`src/rtl/serial_pkg.sv`:
```
// Shared types and frame constants for the asynchronous-serial transmitter.
package serial_pkg;
  typedef enum logic [1:0] {IDLE, START, DATA, STOP} tx_state_t;
  localparam int   FRAME_BITS = 10;
  localparam logic IDLE_LEVEL = 1'b1;
endpackage

```
`src/rtl/baud_tick.sv`:
```
// Bit-period counter: tick is high on the last clock cycle of every serial bit.
module baud_tick #(
  parameter int CLKS_PER_BIT = 4
) (
  input  logic clk,
  input  logic nrst,
  input  logic clear,
  output logic tick
);
  localparam int CW = (CLKS_PER_BIT > 1) ? $clog2(CLKS_PER_BIT) : 1;
  localparam logic [CW-1:0] LAST = CW'(CLKS_PER_BIT - 1);

  logic [CW-1:0] cnt;

  assign tick = (cnt == LAST);

  always_ff @(posedge clk) begin
    if (!nrst || clear) begin
      cnt <= '0;
    end else if (tick) begin
      cnt <= '0;
    end else begin
      cnt <= cnt + 1'b1;
    end
  end
endmodule

```
`src/rtl/serial_tx.sv`:
```
// Parallel-to-serial framing transmitter: start bit, 8 data bits LSB first, stop bit.
module serial_tx
  import serial_pkg::*;
#(
  parameter int CLKS_PER_BIT = 4,
  parameter int DATA_W       = 8
) (
  input  logic              clk,
  input  logic              nrst,
  input  logic [DATA_W-1:0] data_i,
  input  logic              valid_i,
  output logic              ready_o,
  output logic              tx_o,
  output logic              busy_o,
  output logic              done_o
);
  localparam logic [2:0] LAST_BIT = 3'(FRAME_BITS - 3);

  tx_state_t         state;
  logic [DATA_W-1:0] shreg;
  logic [2:0]        bit_cnt;
  logic              tick;
  logic              clear;
  logic              tx_q;
  logic              done_q;

  // Counter is held at zero while idle so the start bit gets a full period.
  assign clear = (state == IDLE);

  baud_tick #(.CLKS_PER_BIT(CLKS_PER_BIT)) u_baud_tick (
    .clk   (clk),
    .nrst  (nrst),
    .clear (clear),
    .tick  (tick)
  );

  assign ready_o = (state == IDLE);
  assign busy_o  = (state != IDLE);
  assign tx_o    = tx_q;
  assign done_o  = done_q;

  always_ff @(posedge clk) begin
    if (!nrst) begin
      state   <= IDLE;
      tx_q    <= IDLE_LEVEL;
      done_q  <= 1'b0;
      bit_cnt <= '0;
      shreg   <= '0;
    end else begin
      done_q <= 1'b0;
      case (state)
        IDLE: begin
          tx_q <= IDLE_LEVEL;
          if (valid_i) begin
            shreg <= data_i;
            tx_q  <= 1'b0;
            state <= START;
          end
        end
        START: begin
          if (tick) begin
            state   <= DATA;
            bit_cnt <= '0;
            tx_q    <= shreg[0];
          end
        end
        DATA: begin
          if (tick) begin
            // tx_q is loaded with the bit that becomes shreg[0] after this shift.
            shreg   <= {1'b0, shreg[DATA_W-1:1]};
            bit_cnt <= bit_cnt + 3'd1;
            if (bit_cnt == LAST_BIT) begin
              state <= STOP;
              tx_q  <= IDLE_LEVEL;
            end else begin
              tx_q <= shreg[1];
            end
          end
        end
        STOP: begin
          if (tick) begin
            state  <= IDLE;
            done_q <= 1'b1;
          end
        end
        default: state <= IDLE;
      endcase
    end
  end
endmodule
```
`config.mk`:
```
export PLATFORM = sky130hd
export DESIGN_NAME = serial_tx
export DESIGN_NICKNAME = d
export VERILOG_FILES = /design/src/rtl/serial_pkg.sv /design/src/rtl/baud_tick.sv /design/src/rtl/serial_tx.sv
export SDC_FILE = /design/constraint.sdc
export NUM_CORES = 1
export LEC_CHECK = 0
export ABC_CLOCK_PERIOD_IN_PS = 4000
export BUFFER_PORTS_ARGS = -buffer_cell sky130_fd_sc_hd__buf_4
export CAP_MARGIN = 20
export CORE_MARGIN = 3
export CORE_UTILIZATION = 58
export CTS_CLUSTER_SIZE = 30
export DETAILED_ROUTE_END_ITERATION = 12
export PLACE_DENSITY = 0.81
export SYNTH_ARGS = -nofsm -noshare
export SYNTH_HDL_FRONTEND = slang
export SYNTH_HIERARCHICAL = 1
export SYNTH_SLANG_ARGS = --single-unit
```
`constraint.sdc`:
```
create_clock -name clk -period 4 [get_ports clk]
set_input_delay 0.2 -clock clk [delete_from_list [all_inputs] [get_ports clk]]
set_output_delay 0.2 -clock clk [all_outputs]
set_load 0.02 [all_outputs]
```
==> results.md <==
* Status: complete, no violations
* Gate Count Post-Synth at 90
* Hold Path End: tx_o
* Final Critical Period at 2030 ps
* Crit-path slowest cell: ha_1
* Clk buf depth at 2
* Die Ht at 46.2 um
* DIE AREA at 0.00214 sq mm
* Setup TNS at 0 ps
* Routed Antenna Nets at 0
* Ys Warns at 6
* Dpl cells at 113
* Buffers on Ports at 14
* Via density at 5.99
* Hold/Removal Path Class: in -> reg
* Io pins at 15
* Fin util at 0.750
* Distinct cells, synth at 30
* Post-DP Area at 0.00102 sq mm
* Antenna Cells at 0
* Antenna violations before repair at 0
* Max-slew headroom at 0.503
* Residual DRC at 0
* Initial drt markers at 17
* Arrival @ worst endpoint at 2250 ps
* Final setup fails at 0
* First-pass GRT wire length at 2.98 mm
* Cell family with most CP delay: adder cells
* Crit path kind: reg -> reg
* Post-synth ARST share at 0
* Worst-case clock skew at 0.875 ps
* Total power at 0.748 mW
* Total power divided by cell area at 714 mW/mm^2
* Synth Cell Area at 938 sq um
* Cts bufs inserted at 3
* Post-synth EDFFs at 0
* Core Region at 0.00140 sq mm
* CP endpoint kind: flop
* CP max FO at 17
* Synthesized net count at 110
* Wire length per cell at 15.1 um
* CTS tree: built
* Dominant cells by area after synthesis: dfxtp_1 36%, ha_1 12%, a211oi_2 9.3%, mux2i_1 8.5%, a21oi_1 4.3%
* Rows at 13
* Endpoints failing hold at 0
* Max Freq at 0.493 GHz
* R2r worst-path depth at 5
* Pre-Repair DR Iteration Count at 4
* Synth area leader: dfxtp_1
* Critical Path RT at 4220 ps
* P_leak at 0.436 nW
* Grt ovf at 0
* Max rail drop VDD at 0.462 mV
* Hold Crit Start: nrst
* Reg clk slew, reported paths at 100 ps
* Worst Max-Slew Pin Slew at 746 ps
* Area Overhead vs Synth at 11.7%
* Clock root buffer: clkbuf_4
* Die width at 46.2 um
* Post-CTS Setup Inserts at 0
* Slowest stage delay, CP at 660 ps
* Vias at 701
* RSZ-0062 raised after global routing: false
* Post-synthesis average cell area at 10.4 sq um
* Worst path cell trace: inv_1 > ha_1 > mux2_4 > and2_4 > a211oi_2
* Nets at 123
* Final Max Slew Viols at 0
* Hold Path Cell Cnt at 2
* Post-synth top flop: dfxtp_1
* Yosys reg bits at 17
* WP buf/inv at 1
* Reg-to-Reg Start: state[0]
* Fin crit share at 0.507
* Routability cong. at 0.714
* Critical path depth in cells at 5
* Synth top area share at 0.363
* H-tree Lvls at 1
* Post-Route WL at 1.77 mm
* Post-cts sizing count at 0
* Final Cell Area at 0.00105 sq mm
* Initial Utilization at 0.671
* Layout cells sized above 1 at 0.294
* Max_cap viols at 0
* # hold bufs at CTS at 0
* R2r setup slk at 1970 ps
* Non-Filler Instances at 117
* Seq/Total Area, Yosys at 0.363
* Gr usage total at 0.195
* Vias in the first global route at 694
* Clock Latency Late Sink at 300 ps
* Hpwl dp at 1.35 mm
* Critical Path Start Type: flop
* Largest net degree at the start of global routing at 18
* Total clock sinks at 17
* Reg2Reg Capture Point: shreg[0]
[layout make-up]
type	instances	area [sq um]
multi-input combinational	62	538
fill	98	350
sequential	17	340
timing repair buffer	14	105
clock buffer	3	22.5
inverter	5	18.8
tap	15	18.8
clock inverter	1	5.00
[kinds of logic (layout without fill, tap and decap cells)]
group / Yosys count / after routing / share of synthesized area
buffers and inverters: 11 / 23 / 0.0640
flip-flops: 17 / 17 / 0.363
adder cells (fa/ha/maj): 9 / 9 / 0.120
AO/OA/AOI/OAI: 28 / 28 / 0.243
AND/OR/NAND/NOR: 16 / 16 / 0.109
multiplexers: 9 / 9 / 0.101
[metrics by stage]
stage	hold slack, ps	setup WS (ps)
after floorplan	289	2360
after global placement	436	2070
after detailed placement	437	2000
after CTS	152	1980
after global routing	141	1830
final	157	1970
[cell usage after synthesis (2+ instances only)]
library cell   n
dfxtp_1       17
ha_1           9
a21oi_1        8
mux2i_1        8
a211oi_2       7
inv_1          5
nand2_1        4
buf_2          3
nor2_1         3
o21ai_0        3
a32oi_1        2
buf_6          2
o21a_1         2
[layer usage]
layer,GRT usage,vias up,part of all wire
met5,0,-,0
met4,0.0682,0,0.014
met3,0.0586,4,0.044
met2,0.335,18,0.51
met1,0.226,323,0.43
li1,-,356,-
[registers in the layout, indices dropped and copies added (netlist names)]
| register | flops |
|---|---|
| tx_o | 1 |
| bit_cnt | 3 |
| done_o | 1 |
| state | 2 |
| shreg | 8 |
| u_baud_tick/cnt | 2 |
[worst max-delay path by stage]
stage / start / end / slack [ps]
6_report: state[0] / shreg[0] / 1970
5_1_grt: state[0] / shreg[5] / 1830
4_1_cts: state[0] / shreg[0] / 1980
3_5_place_dp: state[0] / shreg[0] / 2000
3_3_place_gp: state[0] / shreg[0] / 2070
2_1_floorplan: state[0] / shreg[0] / 2360
[power breakdown]
group	switching [mW]	internal (mW)	leakage, nW
registers	0.0324	0.221	0.140
logic	0.218	0.183	0.279
clock network	0.0562	0.0373	0.0177
total	0.307	0.442	0.436
[cells in the final DEF (no fill, tap or decap), types with 2 or more instances in the layout]
master / n
a21oi_1: 8
inv_1: 5
clkbuf_4: 3
a211oi_2: 7
dfxtp_1: 17
buf_4: 14
mux2i_1: 8
ha_1: 9
nor2_1: 3
nand2_1: 4
o21a_1: 2
o21ai_0: 3
a32oi_1: 2
Power figures use the tool's default switching activity.
